===== src/rtl/param_counter.sv =====
// Parametrised up/down counter with parallel load, enable prescaler,
// wrap-or-saturate limit handling, a one-cycle limit pulse and a sticky overflow flag.
module param_counter #(
    parameter int WIDTH     = 4,
    parameter int MAX_VALUE = (1 << WIDTH) - 1,
    parameter int PRESCALE  = 1,
    parameter int SATURATE  = 0
) (
    input  logic             clock_i,
    input  logic             reset_i,
    input  logic             enable_i,
    input  logic             up_down_i,
    input  logic             load_i,
    input  logic [WIDTH-1:0] load_value_i,
    input  logic             clear_ovf_i,
    output logic [WIDTH-1:0] counter_out_o,
    output logic             terminal_count_o,
    output logic             wrap_pulse_o,
    output logic             overflow_o
);

    localparam int               PS_W   = (PRESCALE > 1) ? $clog2(PRESCALE) : 1;
    localparam logic [PS_W-1:0]  PS_LAST = PS_W'(PRESCALE - 1);
    localparam logic [WIDTH-1:0] MAX_C   = WIDTH'(MAX_VALUE);

    logic [WIDTH-1:0] cnt_q, cnt_d;
    logic [PS_W-1:0]  presc_q, presc_d;
    logic             wrap_q, wrap_d;
    logic             ovf_q, ovf_d;
    logic             step_s, at_max_s, at_zero_s, limit_s;
    logic [WIDTH-1:0] load_clamped_s;

    assign at_max_s       = (cnt_q == MAX_C);
    assign at_zero_s      = (cnt_q == {WIDTH{1'b0}});
    assign step_s         = enable_i && (presc_q == PS_LAST);
    assign load_clamped_s = (load_value_i > MAX_C) ? MAX_C : load_value_i;

    // Next-state: load beats a due step; a step at a limit raises a limit event.
    always_comb begin
        cnt_d   = cnt_q;
        presc_d = presc_q;
        limit_s = 1'b0;
        if (load_i) begin
            cnt_d   = load_clamped_s;
            presc_d = {PS_W{1'b0}};
        end else if (step_s) begin
            presc_d = {PS_W{1'b0}};
            if (up_down_i) begin
                if (at_max_s) begin
                    limit_s = 1'b1;
                    cnt_d   = (SATURATE != 0) ? MAX_C : {WIDTH{1'b0}};
                end else begin
                    cnt_d = cnt_q + WIDTH'(1);
                end
            end else begin
                if (at_zero_s) begin
                    limit_s = 1'b1;
                    cnt_d   = (SATURATE != 0) ? {WIDTH{1'b0}} : MAX_C;
                end else begin
                    cnt_d = cnt_q - WIDTH'(1);
                end
            end
        end else if (enable_i) begin
            presc_d = presc_q + PS_W'(1);
        end else begin
            presc_d = presc_q;
        end
    end

    // Limit pulse and sticky flag; a same-edge set beats the clear.
    always_comb begin
        wrap_d = limit_s;
        if (limit_s) begin
            ovf_d = 1'b1;
        end else if (clear_ovf_i) begin
            ovf_d = 1'b0;
        end else begin
            ovf_d = ovf_q;
        end
    end

    // State registers with synchronous reset taking priority over everything.
    always_ff @(posedge clock_i) begin
        if (reset_i) begin
            cnt_q   <= {WIDTH{1'b0}};
            presc_q <= {PS_W{1'b0}};
            wrap_q  <= 1'b0;
            ovf_q   <= 1'b0;
        end else begin
            cnt_q   <= cnt_d;
            presc_q <= presc_d;
            wrap_q  <= wrap_d;
            ovf_q   <= ovf_d;
        end
    end

    assign counter_out_o    = cnt_q;
    assign wrap_pulse_o     = wrap_q;
    assign overflow_o       = ovf_q;
    assign terminal_count_o = up_down_i ? at_max_s : at_zero_s;

endmodule


===== config.mk =====
export PLATFORM = sky130hd
export DESIGN_NAME = param_counter
export DESIGN_NICKNAME = d
export VERILOG_FILES = /design/src/rtl/param_counter.sv
export SDC_FILE = /design/constraint.sdc
export NUM_CORES = 1
export LEC_CHECK = 0
export ABC_CLOCK_PERIOD_IN_PS = 1500
export BUFFER_PORTS_ARGS = -buffer_cell sky130_fd_sc_hd__clkbuf_2
export CAP_MARGIN = 20
export CORE_AREA = 2 2 39 41
export DETAILED_ROUTE_END_ITERATION = 7
export DIE_AREA = 0 0 41 43
export SLEW_MARGIN = 40
export SYNTH_ARGS = -nofsm -noshare
export SYNTH_HDL_FRONTEND = slang
export SYNTH_SLANG_ARGS = --single-unit

===== constraint.sdc =====
create_clock -name clock_i -period 1.5 [get_ports clock_i]
set_input_delay 0.375 -clock clock_i [delete_from_list [all_inputs] [get_ports clock_i]]
set_output_delay 0.375 -clock clock_i [all_outputs]
set_load 0.1 [all_outputs]

After elaboration in Yosys (flattened, before gate mapping)
Index checks and enable logic that the tools add are counted.
- divide/modulo/power cells: 0
- magnitude comparators: 1
- add/subtract/negate cells: 3
- equality and inequality tests: 1
- muxes and demuxes: 14
- reduce and logical (&&, ||, !) cells: 5
- shift-type cells: 0
- bitwise operators: 1
- multipliers: 0
- operators with widths (cell ; number):
    $mux 4 ; 6
    $mux 1 ; 8
    $add 4x1->4 const B ; 1
    $eq 4x4->1 const B ; 1
    $gt 4x4->1 const B ; 1
    $logic_not 4->1 ; 1
    $reduce_bool 2->1 ; 2
    $sub 4x1->4 const B ; 1
    $reduce_or 3->1 ; 1
    $add 1x1->1 const B ; 1
    $logic_and 1x1->1 ; 1
    $not 1->1 ; 1
- bits in read-only memories: 0
- word-level logic and storage cells: 29
- bits in writable memories: 0
- bits in registers: 7
- latch bits: 0
- memories: 0
- input bits: 10

Depth between registers and ports, before layout
Gate-level depths: netlist (run 1).
- depth in word-level cells: 6
- depth in mapped cells: 6
- gate-level depth less buffers: 6

Least setup slack after synthesis (run 1)
Ideal clock, no wire load.
- path kind: flip-flop to output port
- start: register cnt_q[0], in the netlist counter_out_o[0]
- end: output port terminal_count_o
- stages on the path, launching flop included: 5
- data required time: 1125 ps
- slack: -1122 ps
- buffers on the path: 0
- data arrival time: 2247 ps
- cells stage by stage: dfxtp_1 > ha_1 > nand4_1 > o21a_1 > inv_1
- cells in the longest elaborated chain, start to end: 2
- ends and longest elaborated chain (what ; RTL line ; source):
    start, declared ; 26 ; logic [WIDTH-1:0] cnt_q, cnt_d;
    start signal, assigned ; 85 ; cnt_q <= {WIDTH{1'b0}};
    start signal, assigned ; 90 ; cnt_q <= cnt_d;
    $eq 4x4->1 or $logic_not 4->1 (tied branches) ; 33, 34 ;
    $mux 1 * ; 100 ; assign terminal_count_o = up_down_i ? at_max_s : at_zero_s;
    end, declared ; 17 ; output logic terminal_count_o,
Mark *: on every way between the ends. The rest lies on a longest branch, timed or not.

Worst setup path in the final report (run 1)
Same ends and word-level chain as after synthesis.

==> run_results.csv, run 1 <==
group,metric,value,unit
critical_path,critPathSlowestCell,"or3b_4",
synth,synth_warnings,0,
final_layout,areaGrowthSynthToFinish,72.0,%
power,power_switching,260,µW
synth,ys_seq_area_frac,0.314,
final_layout,stdcell_count,96,
synth,synth-seq-cells,7,
placement,gp_congestion,0.821,
critical_path,reg2reg_depth,7,
timing,fmax,497,MHz
placement,io_buffers,16,
floorplan,initial_core_util,0.323,
synth,synth.avg_cell_area,8.12,µm²
floorplan,fp.dieArea,1760,µm²
clocking,clockBufferDepth,2,
clocking,tritoncts,"yes",
job,cap_violations,0,
global_routing,grt_pass1_wl,1940,µm
synth,synth_enable_flop_cells,0,
clocking,insertion_delay,0.25,ns
power,peakVddDrop,515,µV
timing,period_share,1.34,
power,power.density,897,nW/µm²
final_layout,final_area,768,µm²
critical_path,endpoint_kind,"primary output",
critical_path,path_max_fanout,3,
final_layout,drive_above_1_share,0.500,
timing,min_period,2.01,ns
power,clkPwrFrac,0.247,
timing,layout_setup_ws,-0.510,ns
synth,ys_async_sr_fraction,0,
clocking,cts_hold_buf,0,
final_layout,register_area,150,µm²
placement,placed_cells,91,
clocking,cts-buffers-inserted,3,
critical_path,start_kind,"flop",
final_layout,n_antenna_cell,0,
drt,drt-total-wl,1150,µm
power,p_leak,0.000318,µW
global_routing,track_usage,0.164,
clocking,htreeDepth,1,
critical_path,cp_cell_sequence,"inv_4, ha_4, or3b_4, o21a_4, clkinvlp_4, buf_12",
final_layout,fillers,123,
floorplan,core,1380,µm²
drt,vias,474,
drt,wl_per_cell,12.0,µm
timing,slew-limit-headroom,0.715,
global_routing,grt_max_degree,13,
final_layout,fin_util,0.555,
critical_path,regToRegEndpoint,"overflow_o",
drt,drc,0,
synth,syn_area,447,µm²
outcome,violations,"negative setup slack",
drt,dr.first_iter.drc_count,4,
critical_path,slowest_delay,0.38,ns
power,p_sw_frac,0.378,
critical_path,crit_required,1.12,ns
outcome,outcome,"finished with violations",
floorplan,die_y,43,µm
critical_path,reg2reg_from,"counter_out_o[0]",
timing,slew_viol_final,0,
clocking,clockRootBuffer,"clkbuf_4",
synth,syn_inst,55,
final_layout,layout_commonest_cell,"clkbuf_2",
timing,hold_viol,0,
final_layout,fin_nets,93,
power,seqPwrFrac,0.307,
floorplan,fp-row-count,14,
drt,viasPerCell,4.94,
timing,grt_setup_unrepaired,"yes",
drt,antenna_left,0,
power,p_int,429,µW
timing,fin_skew,0.000795,ns
drt,drt_first_pass_iters,4,
critical_path,crit_type,"reg2out",
timing,final-setup-viol-count,4,
timing,fin_tns_setup,-0.933,ns
synth,ys.flop_type,"dfxtp_1",
critical_path,reg2reg_slack,-0.22,ns
placement,dpl_cell_area,693,µm²
min_path,hp-class,"in2reg",
clocking,cts_sinks,7,
critical_path,crit_path_end,"terminal_count_o",
floorplan,die_x,41,µm
critical_path,crit_arrival,1.64,ns
power,power_frac_comb,0.446,
global_routing,antenna_found_initial,0,
critical_path,startpoint,"counter_out_o[0]",
global_routing,grt_pass1_vias,440,
final_layout,multi_input_area,298,µm²
final_layout,most-common-layout-cells,"clkbuf_2, buf_4, nor2_1, buf_12",
floorplan,pin_count,17,
synth,synth.distinct_cells,31,
timing,tightest_slew,0.427,ns
synth,synth_nets,67,
placement,hpwl,858,µm
clocking,clk_pin_slew_worst_paths,0.05,ns
global_routing,overflow,0,
per-layer routing:
metal  GRT usage  wire, µm  vias up
li1            -         -      250
met1       0.225       500      208
met2       0.228       578       14
met3      0.0157        52        2
met4       0.120        16        0
met5           0         0        -
how the worst min path moves through the flow:
stage | start | to | slack, ns | depth (start not counted)
after global placement | presc_q | presc_q | 0.46 | 1
after floorplan | enable_i | presc_q | 0.45 | 1
after CTS | enable_i | presc_q | 0.29 | 2
final | enable_i | presc_q | 0.30 | 2
after detailed placement | presc_q | presc_q | 0.46 | 1
after global routing | enable_i | presc_q | 0.30 | 2
cell usage after synthesis, types with 2 or more instances:
master	count	area share
a21oi_1	4	0.045
clkbuf_1	3	0.025
dfxtp_1	7	0.31
ha_1	2	0.056
inv_1	7	0.059
nor2_1	5	0.042
nor3_1	2	0.022
o21a_1	2	0.034
kinds of logic after synthesis:
logic type      after synthesis  share of synthesized area
fa+ha+maj                     2                     0.0560
simple gates                 15                      0.185
flops                         7                      0.314
compound gates               17                      0.275
buf+inv                      11                      0.109
xor+xnor                      2                     0.0392
mux                           1                     0.0224
flip-flops by register name, indices dropped and copies added, names as in the netlist:
register / cells
counter_out_o: 4
presc_q: 1
overflow_o: 1
wrap_pulse_o: 1
cell type report:
| class | count | share of cell area |
|---|---|---|
| clock buffer | 4 | 0.0342 |
| timing repair buffer | 25 | 0.311 |
| tap | 16 | 0.0261 |
| sequential | 7 | 0.195 |
| multi-input combinational | 37 | 0.388 |
| inverter | 7 | 0.0456 |
metrics by stage:
step           total power, µW  setup WS [ns]  hold slack (ns)
4_1_cts                    680         -0.524            0.287
6_report                   689         -0.510            0.301
3_3_place_gp               496         -0.226            0.460
3_5_place_dp               500         -0.236            0.464
5_1_grt                    733         -0.557            0.301
2_1_floorplan              394         -0.464            0.452
power by group through the flow:
stage / clock network [µW] / registers [µW] / logic, µW
after CTS: 182 / 210 / 289
after detailed placement: 0 / 213 / 287
after global routing: 194 / 213 / 326
after floorplan: 0 / 293 / 101
after global placement: 0 / 213 / 283
final: 170 / 212 / 308
what timing repair did:
item,CTS,global route
buffers inserted,0,1
pin swaps,0,3
gates resized for setup,1,9
endpoints found under the setup margin,4,4
critical path, delay by kind of cell, from the launching register on:
family | cells | cell delay, ns
flops | 1 | 0.35
fa+ha+maj | 1 | 0.14
simple gates | 1 | 0.38
buf+inv | 3 | 0.30
compound gates | 1 | 0.22
No activity file was read; power rests on OpenSTA's default activity.
==> inputs of run 2 (changes only) <==
ABC_CLOCK_PERIOD_IN_PS = 1750   (was 1500)
clock period = 1.75 ns   (was 1.5 ns; I/O delays follow)
==> run 2 against run 1 <==
The run still ends with negative setup slack left. Routed wire length fell by 6.2%. Worst hold slack gained 0.064 ns. Via count decreased by 1.9%. First-iteration DRC count up 100%. Core utilization fell by 7.0 points. Clock power fell by 13%. Setup slack improved by 0.21 ns. Register-to-register slack better by 0.29 ns. Die area unchanged. Combinational power is 28% lower. Critical path type unchanged.
==> run_results.csv, run 2 (synthesis results as in run 1) <==
group,metric,value,unit
outcome,outcome,"finished with violations",
outcome,violations,"negative setup slack",
clocking,clockRootBuffer,"clkbuf_4",
clocking,cts-buffers-inserted,3,
timing,grt_setup_unrepaired,"yes",
final_layout,multi_input_area,280,µm²
power,p_int,338,µW
drt,dr.first_iter.drc_count,8,
critical_path,start_kind,"flop",
clocking,clockBufferDepth,2,
final_layout,most-common-layout-cells,"clkbuf_2, buf_4, nor2_1",
clocking,clk_pin_slew_worst_paths,0.06,ns
final_layout,fin_util,0.486,
critical_path,crit_required,1.31,ns
drt,drt-total-wl,1080,µm
global_routing,antenna_found_initial,0,
drt,drc,0,
power,peakVddDrop,409,µV
timing,tightest_slew,0.538,ns
floorplan,core,1380,µm²
power,power_frac_comb,0.404,
final_layout,largest_reg_flops,4,
global_routing,grt_pass1_vias,446,
final_layout,register_area,150,µm²
final_layout,fillers,152,
floorplan,die_x,41,µm
drt,vias,465,
timing,layout_setup_ws,-0.301,ns
floorplan,fp.dieArea,1760,µm²
final_layout,layout_commonest_cell,"clkbuf_2",
critical_path,cp_cell_sequence,"inv_4, ha_4, or3b_4, o21a_4, clkinvlp_4, buf_12",
timing,fmax,487,MHz
critical_path,crit_arrival,1.61,ns
critical_path,reg2reg_slack,0.07,ns
critical_path,crit_type,"reg2out",
clocking,htreeDepth,1,
critical_path,regToRegEndpoint,"overflow_o",
critical_path,crit_path_end,"terminal_count_o",
critical_path,reg2reg_depth,7,
global_routing,grt_pass1_wl,1910,µm
clocking,cts_sinks,7,
floorplan,die_y,43,µm
drt,antenna_left,0,
timing,slew-limit-headroom,0.643,
timing,final-setup-viol-count,1,
power,seqPwrFrac,0.328,
drt,viasPerCell,4.89,
drt,drt_first_pass_iters,4,
placement,io_buffers,16,
critical_path,reg2reg_from,"counter_out_o[1]",
power,clkPwrFrac,0.269,
timing,whs,0.364,ns
critical_path,slowest_delay,0.38,ns
clocking,tritoncts,"yes",
power,power_switching,215,µW
final_layout,drive_above_1_share,0.468,
critical_path,endpoint_kind,"primary output",
critical_path,critPathSlowestCell,"or3b_4",
timing,slew_viol_final,0,
power,power.density,822,nW/µm²
min_path,hp-class,"in2reg",
floorplan,initial_core_util,0.323,
job,cap_violations,0,
power,p_sw_frac,0.389,
clocking,cts_hold_buf,0,
critical_path,startpoint,"counter_out_o[1]",
final_layout,areaGrowthSynthToFinish,50.4,%
floorplan,fp-row-count,14,
timing,period_share,1.17,
timing,min_period,2.05,ns
floorplan,pin_count,17,
placement,post-place-ws,-0.0690,ns
critical_path,path_max_fanout,2,
global_routing,grt_max_degree,13,
global_routing,track_usage,0.159,
power,p_leak,0.000292,µW
final_layout,n_antenna_cell,0,
placement,gp_congestion,0.756,
drt,wl_per_cell,11.3,µm
clocking,insertion_delay,0.25,ns
timing,fin_skew,0.000418,ns
power,total_power,552,µW
global_routing,overflow,0,
placement,hpwl,793,µm
final_layout,fin_nets,92,
timing,hold_viol,0,
-- run 2: cell count changes in the layout (fill, tap and decap cells not counted) --
cell      before  now
o21ai_1        1    0
ha_2           1    0
nor4_1         0    1
clkbuf_2       9   13
buf_4          8   10
o21ai_0        0    1
buf_12         5    1
buf_6          3    0
ha_1           0    1
nor4_4         1    0
-- run 2: worst max-delay path, delay by kind of cell (launching register included) --
family / cells / cell delay, ns
AOI/OAI and AO/OA: 1 / 0.22
DFF: 1 / 0.35
and+or+nand+nor: 1 / 0.38
buffers and inverters: 3 / 0.30
adders and majority gates: 1 / 0.13
-- run 2: power groups by stage --
stage	registers, µW	clock network [µW]	logic [µW]
after floorplan	251	0	86.4
after global placement	183	0	210
final	181	148	223
after detailed placement	183	0	211
after CTS	181	154	219
after global routing	183	165	241
-- run 2: layout make-up --
class | count | area share
inverter | 7 | 0.0521
tap | 16 | 0.0298
sequential | 7 | 0.223
timing repair buffer | 24 | 0.238
clock buffer | 4 | 0.0391
multi-input combinational | 37 | 0.417
-- run 2: layer usage --
| metal | track usage | vias to the layer above | part of all wire |
|---|---|---|---|
| met5 | 0 | - | 0 |
| met4 | 0.0800 | 0 | 0.0093 |
| met3 | 0.0314 | 2 | 0.069 |
| met2 | 0.216 | 15 | 0.43 |
| met1 | 0.229 | 202 | 0.49 |
| li1 | - | 246 | - |
-- run 2: repair_timing --
action / 4_1_cts / 5_1_grt
gates cloned: 0 / 0
gates resized for setup: 1 / 2
setup endpoints to repair: 1 / 2
pin swaps: 2 / 3
setup buffers: 2 / 0
-- run 2: stage by stage --
| step | TNS (ns) | cells | cell area, µm² |
|---|---|---|---|
| finish | -0.301 | 95 | 672 |
| global route | -0.370 | 95 | 672 |
| CTS | -0.346 | 95 | 662 |
| detailed placement | -0.0690 | 89 | 618 |
| global placement | -0.0587 | 89 | 618 |
| floorplan | -0.278 | 55 | 475 |
-- run 2: worst min path at each step --
stage,startpoint,end,slack (ns),depth (start not counted)
after floorplan,presc_q,presc_q,0.45,1
after global placement,presc_q,presc_q,0.46,1
after detailed placement,presc_q,presc_q,0.47,1
after CTS,enable_i,presc_q,0.36,2
after global routing,enable_i,presc_q,0.36,2
final,enable_i,presc_q,0.36,2
